<file path="src/rtl/riscv_pkg.sv">
// Shared RV32I pipeline constants: register-index width, register count and the x0 index.
package riscv_pkg;
  localparam int unsigned REG_IDX_W = 5;
  localparam int unsigned NUM_REGS  = 32;
  localparam logic [REG_IDX_W-1:0] REG_X0 = '0;
endpackage

</file>
<file path="src/rtl/hazard_scoreboard.sv">
// Decode-stage scoreboard that tracks registers with a load in flight. It stalls ID on
// RAW/WAW hazards against those loads, or when no load-tracking slot is free.
module hazard_scoreboard
  import riscv_pkg::*;
#(
  parameter int unsigned MAX_LOADS = 2,
  parameter int unsigned CNT_W     = 32
) (
  input  logic                 clk,
  input  logic                 rst,
  input  logic                 id_valid,
  input  logic [REG_IDX_W-1:0] id_rs1,
  input  logic [REG_IDX_W-1:0] id_rs2,
  input  logic                 id_use_rs1,
  input  logic                 id_use_rs2,
  input  logic [REG_IDX_W-1:0] id_rd,
  input  logic                 id_reg_write,
  input  logic                 id_is_load,
  input  logic                 flush,
  input  logic                 wb_valid,
  input  logic [REG_IDX_W-1:0] wb_rd,
  output logic                 stall,
  output logic                 pc_write,
  output logic                 if_id_write,
  output logic                 id_ex_bubble,
  output logic [2:0]           outstanding,
  output logic [CNT_W-1:0]     stall_cycles
  ,output logic                wb_err
);

  logic [NUM_REGS-1:0] pending_q, pending_d;
  logic [2:0]          cnt_q, cnt_d;
  logic [CNT_W-1:0]    stall_cnt_q, stall_cnt_d;
  logic                wb_err_q, wb_err_d;

  logic [NUM_REGS-1:0] pend_vis, eff;
  logic [2:0]          cnt_vis;
  logic                clr, raw, waw, full, issue;

  // While rst is high, the decision already sees the state it is about to be reset to.
  assign pend_vis = rst ? '0 : pending_q;
  assign cnt_vis  = rst ? '0 : cnt_q;

  // A writeback to a register that is not pending leaves cnt unchanged, so it is not a clear.
  assign clr = wb_valid & (wb_rd != REG_X0) & pend_vis[wb_rd];

  // NOTE: every signal written in always_comb is given a default first, so no latch can be inferred.
  always_comb begin
    eff = pend_vis;
    if (clr) eff[wb_rd] = 1'b0;
    raw   = (id_use_rs1 & (id_rs1 != REG_X0) & eff[id_rs1])
          | (id_use_rs2 & (id_rs2 != REG_X0) & eff[id_rs2]);
    waw   = id_reg_write & (id_rd != REG_X0) & eff[id_rd];
    full  = id_is_load & ({1'b0, cnt_vis} == 4'(MAX_LOADS) + {3'b000, clr});
    stall = id_valid & ~flush & (raw | waw | full);
    issue = id_valid & ~flush & ~stall & id_is_load & id_reg_write & (id_rd != REG_X0);
  end

  assign pc_write     = ~stall;
  assign if_id_write  = ~stall;
  assign id_ex_bubble = stall | flush;
  assign outstanding  = cnt_q;
  assign stall_cycles = stall_cnt_q;
  assign wb_err       = wb_err_q;

  always_comb begin
    pending_d = pending_q;
    if (clr)   pending_d[wb_rd] = 1'b0;
    // Issue is applied after the clear, so a same-register set wins.
    if (issue) pending_d[id_rd] = 1'b1;
    cnt_d       = cnt_q + {2'b00, issue} - {2'b00, clr};
    stall_cnt_d = (stall && !(&stall_cnt_q)) ? stall_cnt_q + 1'b1 : stall_cnt_q;
    wb_err_d    = wb_err_q | (wb_valid & ~clr);
  end

  // NOTE: sequential state is updated with non-blocking assignments only.
  always_ff @(posedge clk) begin
    if (rst) begin
      pending_q   <= '0;
      cnt_q       <= '0;
      stall_cnt_q <= '0;
      wb_err_q    <= 1'b0;
    end else begin
      pending_q   <= pending_d;
      cnt_q       <= cnt_d;
      stall_cnt_q <= stall_cnt_d;
      wb_err_q    <= wb_err_d;
    end
  end

endmodule

</file>
<file path="config.mk">
export PLATFORM = sky130hd
export DESIGN_NAME = hazard_scoreboard
export DESIGN_NICKNAME = d
export VERILOG_FILES = /design/src/rtl/riscv_pkg.sv /design/src/rtl/hazard_scoreboard.sv
export SDC_FILE = /design/constraint.sdc
export NUM_CORES = 1
export LEC_CHECK = 0
export ABC_AREA = 0
export BUFFER_PORTS_ARGS = -buffer_cell sky130_fd_sc_hd__buf_2
export CORE_MARGIN = 2
export CORE_UTILIZATION = 54
export CTS_CLUSTER_SIZE = 10
export DETAILED_ROUTE_END_ITERATION = 8
export PLACE_DENSITY = 0.78
export REMOVE_ABC_BUFFERS = 1
export SYNTH_ARGS = -nofsm -noshare
export SYNTH_HDL_FRONTEND = slang
export SYNTH_SLANG_ARGS = --single-unit
</file>
<file path="constraint.sdc">
create_clock -name clk -period 4.02 [get_ports clk]
set_input_delay 0.201 -clock clk [delete_from_list [all_inputs] [get_ports clk]]
set_output_delay 0.201 -clock clk [all_outputs]
set_load 0.1 [all_outputs]
</file>
==> flow_metrics.tcl, run 1 <==
set metrics [dict create \
    antenna_found_initial 0 \
    drt-initial-drc-count 1098 \
    drv_slew 0 \
    rsz0062_at_grt "true" \
    firstDrtPassIters 7 \
    hold_violations 0 \
    n_fill_cell 755 \
    track_usage 0.441 \
    die-area_sq_um 11100 \
    die_h_um 105 \
    power.leakage_uw 0.00289 \
    max_cap_violations 0 \
    p_per_area_nw_per_um2 250 \
    pwr-share-seq 0.374 \
    io_buffers 68 \
    critical_path_class "register to register" \
    ant_nets 0 \
    clkPwrFrac 0.325 \
    pwr-share-comb 0.301 \
    required_ns 4.33 \
    num_rows 36 \
    worst_pin_slew_ns 0.952 \
    fp.dieW_um 105 \
    clk_path_buf_depth 2 \
    ys_seq_elements 68 \
    setup_viol 1 \
    area_delta_synth_final_pct 33.7 \
    design_area_sq_um 7400 \
    setup_slack_ns -0.0103 \
    peakVddDrop_uv 313 \
    grt_pass1_vias 6723 \
    finalNetCount 934 \
    hp-class "input port to register" \
    synthesis.area_sq_um 5540 \
    vias_per_cell 7.05 \
    violations "setup timing" \
    outcome "finished with violations" \
    coreArea_sq_um 9860 \
    startpoint_type "register" \
    grt_max_degree 52 \
    cts_htree_levels 3 \
    routedWlPerCell_um 24.8 \
    p_sw_frac 0.369 \
    synth_ff_type "dfxtp_1" \
    fin_crit_sh 1.00 \
    gp_congestion 1.19 \
    internal-power_uw 1170 \
    switching_power_uw 684 \
    ios 69 \
    drc 0 \
    drive_gt1_frac 0.342 \
    slew_headroom 0.363 \
    post-place-ws_ns -0.353 \
    root_buffer "clkbuf_8" \
    routed_wl_mm 25.8 \
    num_vias 7327 \
    place_area_sq_um 6910 \
    worstPathMaxFanout 4 \
    grt-ovfl-total 0 \
    antenna_cells 0 \
    clkSinkCount 68 \
    cts_made_buffers 9 \
    yosysWarnings 0 \
    finalCriticalPeriod_ns 4.03 \
    timing.fmax_ghz 0.248 \
    dp_hpwl_mm 19.1 \
    skew_ns 0.0164 \
    ys_types 100 \
    clk_pin_slew_worst_paths_ns 0.09 \
    clock_latency_ns 0.37 \
    end_kind "register" \
    synth-edff-count 0 \
    synthCells 722 \
    synth-async-reset-ratio 0 \
    syn_area_per_cell_sq_um 7.67 \
    tns_ns -0.0103 \
    cts_tree "done" \
    cp_data_arrival_time_ns 4.34 \
    grt_pass1_wl_mm 37.6 \
    ys_seq_area_frac 0.246 \
    initial_core_util 0.561 \
]
[sequential cells by signal (all words and copies together), names as in the netlist]
name and flops:
stall_cycles 32, wb_err 1, outstanding 3, pending_q 32
[final timing paths]
| path | endpoint | cells past startpoint | startpoint | slack [ns] |
|---|---|---|---|---|
| max | outstanding[1] | 16 | pending_q[23] | -0.01 |
| min | pending_q[28] | 3 | id_rd[4] | 0.33 |
| max reg2reg | outstanding[1] | 16 | pending_q[23] | -0.01 |
| min reg2reg | stall_cycles[22] | 2 | stall_cycles[22] | 0.51 |
[critical path, cell delays in order (launching register included)]
cell      delay (ns)
dfxtp_2         0.36
nor2b_4         0.17
nor3_4          0.06
or3_4           0.41
buf_6           0.14
or3_1           0.34
a31oi_1         0.17
o221ai_1        0.16
o311a_1         0.36
or3_4           0.41
nor2_4          0.13
nand3_2         0.09
ha_4            0.32
inv_2           0.04
ha_4            0.15
fa_2            0.53
nor2b_4         0.12
[metal layers]
layer	wire, um	GRT usage	vias up	share of wire
li1	-	-	3102	-
met1	9710	0.559	3432	0.38
met2	10900	0.637	654	0.42
met3	3860	0.171	139	0.15
met4	1350	0.244	0	0.052
met5	0	0.0143	-	0
[synthesized netlist by cell type, types with 4 or more instances]
library cell  number  area (sq um)
dfxtp_1           68          1360
nand2_1           60           225
nor2_1            49           184
o21ai_0           41           205
a21oi_1           34           170
nand3_1           31           155
nor2b_1           31           194
clkbuf_1          30           113
nor3_1            26           130
inv_1             25          93.8
o31ai_1           23           173
nand2b_1          13          81.3
nand4_1           13          81.3
nor4_1            12          75.1
o22ai_1           12          75.1
or4_1             12          90.1
and3_1            11          68.8
o211ai_1          11          82.6
buf_2             10          50.1
mux2i_1           10           100
or3_1             10          62.6
a31oi_1            9          56.3
o21ai_1            8          40.0
buf_6              7          78.8
mux2_4             7           105
o221ai_1           7          61.3
a21o_1             6          45.0
a41oi_1            6          52.6
and2_1             6          37.5
a211oi_1           5          37.5
a22oi_1            5          37.5
o311ai_0           5          43.8
xnor2_1            5          43.8
buf_4              4          30.0
mux2_2             4          45.0
nor3b_1            4          30.0
o2111ai_1          4          35.0
o21bai_1           4          30.0
o32ai_1            4          35.0
or2_2              4          25.0
[power by group through the flow]
| stage | Sequential, uW | Clock (uW) | Combinational, uW |
|---|---|---|---|
| 4_1_cts | 692 | 591 | 502 |
| 5_1_grt | 694 | 620 | 572 |
| 3_3_place_gp | 707 | 0 | 491 |
| 3_5_place_dp | 707 | 0 | 495 |
| 2_1_floorplan | 771 | 0 | 187 |
| 6_report | 693 | 602 | 558 |
[cell usage in the layout, fill, tap and decap left out, drive strengths merged, types with 7 or more instances in the layout]
| cell type | instances |
|---|---|
| a21oi | 35 |
| a31oi | 10 |
| and3 | 11 |
| buf | 219 |
| clkbuf | 13 |
| dfxtp | 68 |
| inv | 27 |
| mux2 | 14 |
| mux2i | 10 |
| nand2 | 60 |
| nand2b | 13 |
| nand3 | 33 |
| nand4 | 15 |
| nor2 | 51 |
| nor2b | 32 |
| nor3 | 30 |
| nor3b | 7 |
| nor4 | 14 |
| o211ai | 12 |
| o21ai | 50 |
| o221ai | 8 |
| o22ai | 12 |
| o311ai | 7 |
| o31ai | 23 |
| or3 | 12 |
| or4 | 12 |
[metrics by stage]
stage,hold WS (ns),total power [uW],cells,utilization
floorplan,0.270,958,668,-
global placement,0.470,1200,1011,0.700
detailed placement,0.495,1200,1011,0.700
CTS,0.310,1790,1027,0.726
global route,0.332,1890,1039,0.750
finish,0.326,1850,1039,0.750
[final cells by class]
| class | instances | area (sq um) | share of cell area |
|---|---|---|---|
| multi-input combinational | 573 | 3940 | 0.532 |
| inverter | 27 | 101 | 0.0137 |
| timing repair buffer | 222 | 1630 | 0.220 |
| tap | 133 | 166 | 0.0225 |
| clock buffer | 10 | 128 | 0.0172 |
| clock inverter | 6 | 72.6 | 0.00981 |
| sequential | 68 | 1370 | 0.185 |
[logic make-up (layout without fill, tap and decap cells)]
family,after synthesis,after routing,share of synthesized area
AOI/OAI and AO/OA,221,221,0.282
DFF,68,68,0.246
and+or+nand+nor,316,316,0.326
adders and majority gates,4,4,0.0104
buffers and inverters,81,265,0.0694
xor gates and xnor gates,7,7,0.0111
muxes,25,25,0.0554
[timing repair]
| action | 4_1_cts | 5_1_grt |
|---|---|---|
| setup buffers | 0 | 10 |
| gates cloned | 0 | 2 |
| resized for setup | 13 | 28 |
| endpoints found under the setup margin | 6 | 27 |
| hold buffers | 0 | 0 |
| pin swaps | 2 | 18 |
(Power assumes the default switching activity.)
==> run 2, diff against run 1 <==
--- a/config.mk
+++ b/config.mk
@@ -8,10 +8,10 @@
 export ABC_AREA = 0
 export BUFFER_PORTS_ARGS = -buffer_cell sky130_fd_sc_hd__buf_2
 export CORE_MARGIN = 2
-export CORE_UTILIZATION = 54
+export CORE_UTILIZATION = 50
 export CTS_CLUSTER_SIZE = 10
 export DETAILED_ROUTE_END_ITERATION = 8
-export PLACE_DENSITY = 0.78
+export PLACE_DENSITY = 0.73
 export REMOVE_ABC_BUFFERS = 1
 export SYNTH_ARGS = -nofsm -noshare
 export SYNTH_HDL_FRONTEND = slang
==> run 2 against run 1 <==
Effect of this change:
- the flow now finishes without violations
- wire length about the same
- combinational power up 3%
- hold slack worse by 0.016 ns
- via count down 1.4%
- critical endpoint unchanged
==> flow_metrics.tcl, run 2 (synthesized netlist as in run 1, its figures left out) <==
set metrics [dict create \
    gp_congestion 1.14 \
    critical_path_class "register to register" \
    skew_ns 0.00900 \
    grt_busiest_layer "met2" \
    clk_path_buf_depth 2 \
    routedWlPerCell_um 24.3 \
    io_buffers 68 \
    cts_tree "done" \
    grt-ovfl-total 0 \
    cts_made_buffers 9 \
    cpMaxStageDelayCell "fa_2" \
    vias_per_cell 6.80 \
    final_common_cell "buf_4" \
    num_rows 38 \
    initial_core_util 0.511 \
    cp_data_arrival_time_ns 4.31 \
    cts_htree_levels 3 \
    hold_violations 0 \
    peakVddDrop_uv 280 \
    dp_hpwl_mm 19.2 \
    antenna_cells 0 \
    grt_use_met1 0.535 \
    drc 0 \
    final_cells 1062 \
    worstPathMaxFanout 6 \
    coreArea_sq_um 10800 \
    antenna_found_initial 0 \
    clock_latency_ns 0.36 \
    track_usage 0.435 \
    tns_ns 0 \
    ctsHoldBuffers 0 \
    place_inst 1038 \
    finalCriticalPeriod_ns 4.00 \
    root_buffer "clkbuf_8" \
    use_met2 0.684 \
    drt-initial-drc-count 967 \
    cp_top_family "simple AND/OR/NAND/NOR gates" \
    setup_viol 0 \
    clkSinkCount 68 \
    switching_power_uw 687 \
    num_vias 7223 \
    max_cap_violations 0 \
    holdWs_ns 0.310 \
    firstDrtPassIters 7 \
    path_buf_inv 1 \
    fp.dieW_um 109 \
    ios 69 \
    p_per_area_nw_per_um2 253 \
    pwr-share-comb 0.298 \
    p_sw_frac 0.358 \
    pwr-share-seq 0.360 \
    finalNetCount 950 \
    worst_pin_slew_ns 0.879 \
    die_h_um 109 \
    internal-power_uw 1230 \
    outcome "finished, final reports clean" \
    max_stage_delay_ns 0.52 \
    timing.fmax_ghz 0.250 \
    fin_crit_sh 0.996 \
    die-area_sq_um 11900 \
    end_kind "register" \
    crit_chain "nor2b_4 > nor3_2 > or3_4 > or3_4 > a31oi_4 > o221ai_2 > o311a_1 > or3_4 > nor2_4 > nand3_2 > ha_1 > inv_1 > ha_2 > fa_2 > nor2b_4" \
    drv_slew 0 \
    area_delta_synth_final_pct 37.0 \
    rsz0062_at_grt "true" \
    n_fill_cell 897 \
    hp-class "input port to register" \
    drive_gt1_frac 0.356 \
    clkPwrFrac 0.342 \
    grt_pass1_wl_mm 38.6 \
    crit_top_cell "or3_4" \
    grt.met3_usage 0.109 \
    ant_nets 0 \
    grt_pass1_vias 6864 \
    routed_wl_mm 25.8 \
    required_ns 4.32 \
    fin_util 0.700 \
    clk_pin_slew_worst_paths_ns 0.08 \
    startpoint_type "register" \
    grt_max_degree 37 \
    power_uw 1920 \
    final_cell_mix "buf_4, dfxtp_1, buf_2, nand2_1, nor2_1" \
    slew_headroom 0.412 \
    power.leakage_uw 0.00299 \
]
## run 2: area by class of cell
type                            count  area, sq um  area share
Inverter                           27          101      0.0134
Sequential cell                    68         1360       0.180
Clock inverter                      7         98.8      0.0130
Timing Repair Buffer              238         1740       0.229
Tap cell                          140          175      0.0231
Clock buffer                        9          124      0.0163
Multi-Input combinational cell    573         3990       0.525
## run 2: timing repair
| action | 4_1_cts | 5_1_grt |
|---|---|---|
| gates resized for setup | 9 | 37 |
| endpoints found under the hold margin | 0 | 0 |
| pin swaps | 5 | 16 |
| setup buffers | 5 | 3 |
| endpoints found under the setup margin | 6 | 18 |
## run 2: path summary, 6_finish.rpt
kind / start / slack, ns / end / cells past startpoint
worst max-delay path: pending_q[23] / 0.02 / outstanding[1] / 15
worst min register to register: wb_err / 0.49 / wb_err / 2
worst max register to register: pending_q[23] / 0.02 / outstanding[1] / 15
worst min-delay path: wb_valid / 0.31 / wb_err / 4
## run 2: stage by stage
step / area, sq um / setup WS (ns)
after floorplan: 5250 / -1.17
after global placement: 7080 / -0.354
after detailed placement: 7080 / -0.342
after CTS: 7380 / 0.000767
after global routing: 7590 / -0.0623
final: 7590 / 0.0164
## run 2: per-layer routing
metal	part of all wire	vias to the layer above
li1	-	3137
met2	0.44	537
met3	0.12	161
met5	0	-
met1	0.36	3388
met4	0.074	0
## run 2: tightest hold or removal path, stage by stage
cell	delay [ns]
buf_2	0.12
buf_12	0.15
a21oi_1	0.07
nor2_1	0.08
## run 2: power by group through the flow
| stage | Clock (uW) | Sequential, uW | Combinational, uW |
|---|---|---|---|
| after floorplan | 0 | 771 | 187 |
| after global placement | 0 | 707 | 519 |
| after CTS | 657 | 691 | 532 |
| final | 656 | 691 | 573 |
| after global routing | 686 | 692 | 589 |
| after detailed placement | 0 | 707 | 520 |
==> run 3, diff against run 2 <==
--- a/config.mk
+++ b/config.mk
@@ -6,7 +6,7 @@
 export NUM_CORES = 1
 export LEC_CHECK = 0
 export ABC_AREA = 0
-export BUFFER_PORTS_ARGS = -buffer_cell sky130_fd_sc_hd__buf_2
+export BUFFER_PORTS_ARGS = -buffer_cell sky130_fd_sc_hd__buf_4
 export CORE_MARGIN = 2
 export CORE_UTILIZATION = 50
 export CTS_CLUSTER_SIZE = 10
==> run 3 against run 2 <==
Effect of this change:
- total power shrank 1.5%
- clock skew grew 0.0035 ns
- combinational power shrank 2%
- clock power shrank 2%
- final cell count shrank 2.5%
==> flow_metrics.tcl, run 3 (synthesized netlist as in run 1, its figures left out) <==
set metrics [dict create \
    outcome "finished, final reports clean" \
    firstDrtPassIters 6 \
    finalCriticalPeriod_ns 3.94 \
    clock_latency_ns 0.38 \
    grt_pass1_vias 6817 \
    track_usage 0.434 \
    startpoint_type "register" \
    grt-ovfl-total 0 \
    routedWlPerCell_um 24.9 \
    cts_tree "done" \
    max_stage_delay_ns 0.44 \
    clk_path_buf_depth 2 \
    cts_htree_levels 3 \
    finalNetCount 923 \
    worstHoldStart "id_rd[2]" \
    crit_top_cell "buf_4" \
    root_buffer "clkbuf_8" \
    p_per_area_nw_per_um2 252 \
    worst_pin_slew_ns 0.975 \
    setup_slack_ns 0.0753 \
    ant_nets 0 \
    post-place-ws_ns -0.304 \
    num_rows 38 \
    clk_pin_slew_worst_paths_ns 0.07 \
    grt_max_degree 48 \
    drc 0 \
    hp-class "input port to register" \
    drt-initial-drc-count 969 \
    coreArea_sq_um 10800 \
    max_cap_violations 0 \
    num_vias 7077 \
    drv_slew 0 \
    worstPathMaxFanout 26 \
    fin_crit_sh 0.981 \
    crit_start "pending_q[23]" \
    tns_ns 0 \
    gp_congestion 1.19 \
    setup_viol 0 \
    fp.dieW_um 109 \
    cpMaxStageDelayCell "or3_4" \
    skew_ns 0.0125 \
    peakVddDrop_uv 284 \
    drive_gt1_frac 0.340 \
    antenna_cells 0 \
    io_buffers 68 \
    grt_pass1_wl_mm 38.1 \
    power.leakage_uw 0.00285 \
    ios 69 \
    timing.fmax_ghz 0.254 \
    slew_headroom 0.348 \
    final_common_cell "buf_4" \
    clkSinkCount 68 \
    ctsHoldBuffers 0 \
    final_cell_mix "buf_4, dfxtp_1, nand2_1, nor2_1, o21ai_0" \
    timing.rr.start "pending_q[23]" \
    initial_core_util 0.511 \
    die_h_um 109 \
    dp_hpwl_mm 19.0 \
    antenna_found_initial 0 \
    fin_util 0.693 \
    required_ns 3.82 \
    cts_made_buffers 9 \
    design_area_sq_um 7510 \
    crit_chain "nor2b_4 > nor3_4 > nor3_2 > buf_4 > nand4_1 > buf_4 > o211ai_1 > a311oi_2 > o22ai_1 > o211ai_1 > or3_4 > buf_4 > o21ai_4 > buf_12 > buf_4 > nand2b_1 > buf_6" \
    hold_violations 0 \
    area_delta_synth_final_pct 35.6 \
    place_area_sq_um 6950 \
    critical_path_class "register to output pin" \
    routed_wl_mm 25.8 \
    holdWs_ns 0.288 \
    vias_per_cell 6.84 \
    cp_data_arrival_time_ns 3.74 \
    die-area_sq_um 11900 \
    end_kind "output pin" \
]
## run 3: stage by stage
step                cells  total power [uW]
finish               1035              1890
global route         1035              1940
CTS                  1026              1850
detailed placement   1007              1210
global placement     1007              1210
floorplan             668               958
## run 3: final timing paths
kind	depth (start not counted)	slack (ns)	endpoint
setup / recovery	17	0.08	id_ex_bubble
hold / removal	3	0.29	pending_q[15]
hold reg to reg	2	0.48	wb_err
setup reg to reg	18	0.08	outstanding[1]
## run 3: final cells by class
class                           count  area, sq um
Timing Repair Buffer              210         1630
Clock inverter                      5         85.1
Multi-Input combinational cell    574         4020
Tap cell                          140          175
Clock buffer                       11          131
Fill cell                         905         3330
Sequential cell                    68         1370
Inverter                           27          101
## run 3: metal layers
metal / up-vias / wire [um] / global-route usage
met4: 0 / 2000 / 0.274
met1: 3260 / 9220 / 0.525
met3: 163 / 3130 / 0.111
met5: - / 0 / 0
met2: 583 / 11400 / 0.685
li1: 3071 / - / -
## run 3: power breakdown
| group | switching, uW | total (uW) | leakage, uW | internal [uW] |
|---|---|---|---|---|
| sequential | 9.00 | 691 | 0.000550 | 682 |
| clock | 288 | 641 | 0.000104 | 353 |
| combinational | 367 | 560 | 0.00219 | 193 |
## run 3: what timing repair did
item,CTS,global route
endpoints found under the setup margin,6,32
pin swaps,3,25
gates cloned,1,0
setup buffers,2,9
resized for setup,12,41
## run 3: worst max-delay path, delay by kind of cell (launching register included)
family          cells  cell delay, ns
simple gates        6            1.12
buf+inv             6            1.03
compound gates      5            0.83
flops               1            0.38
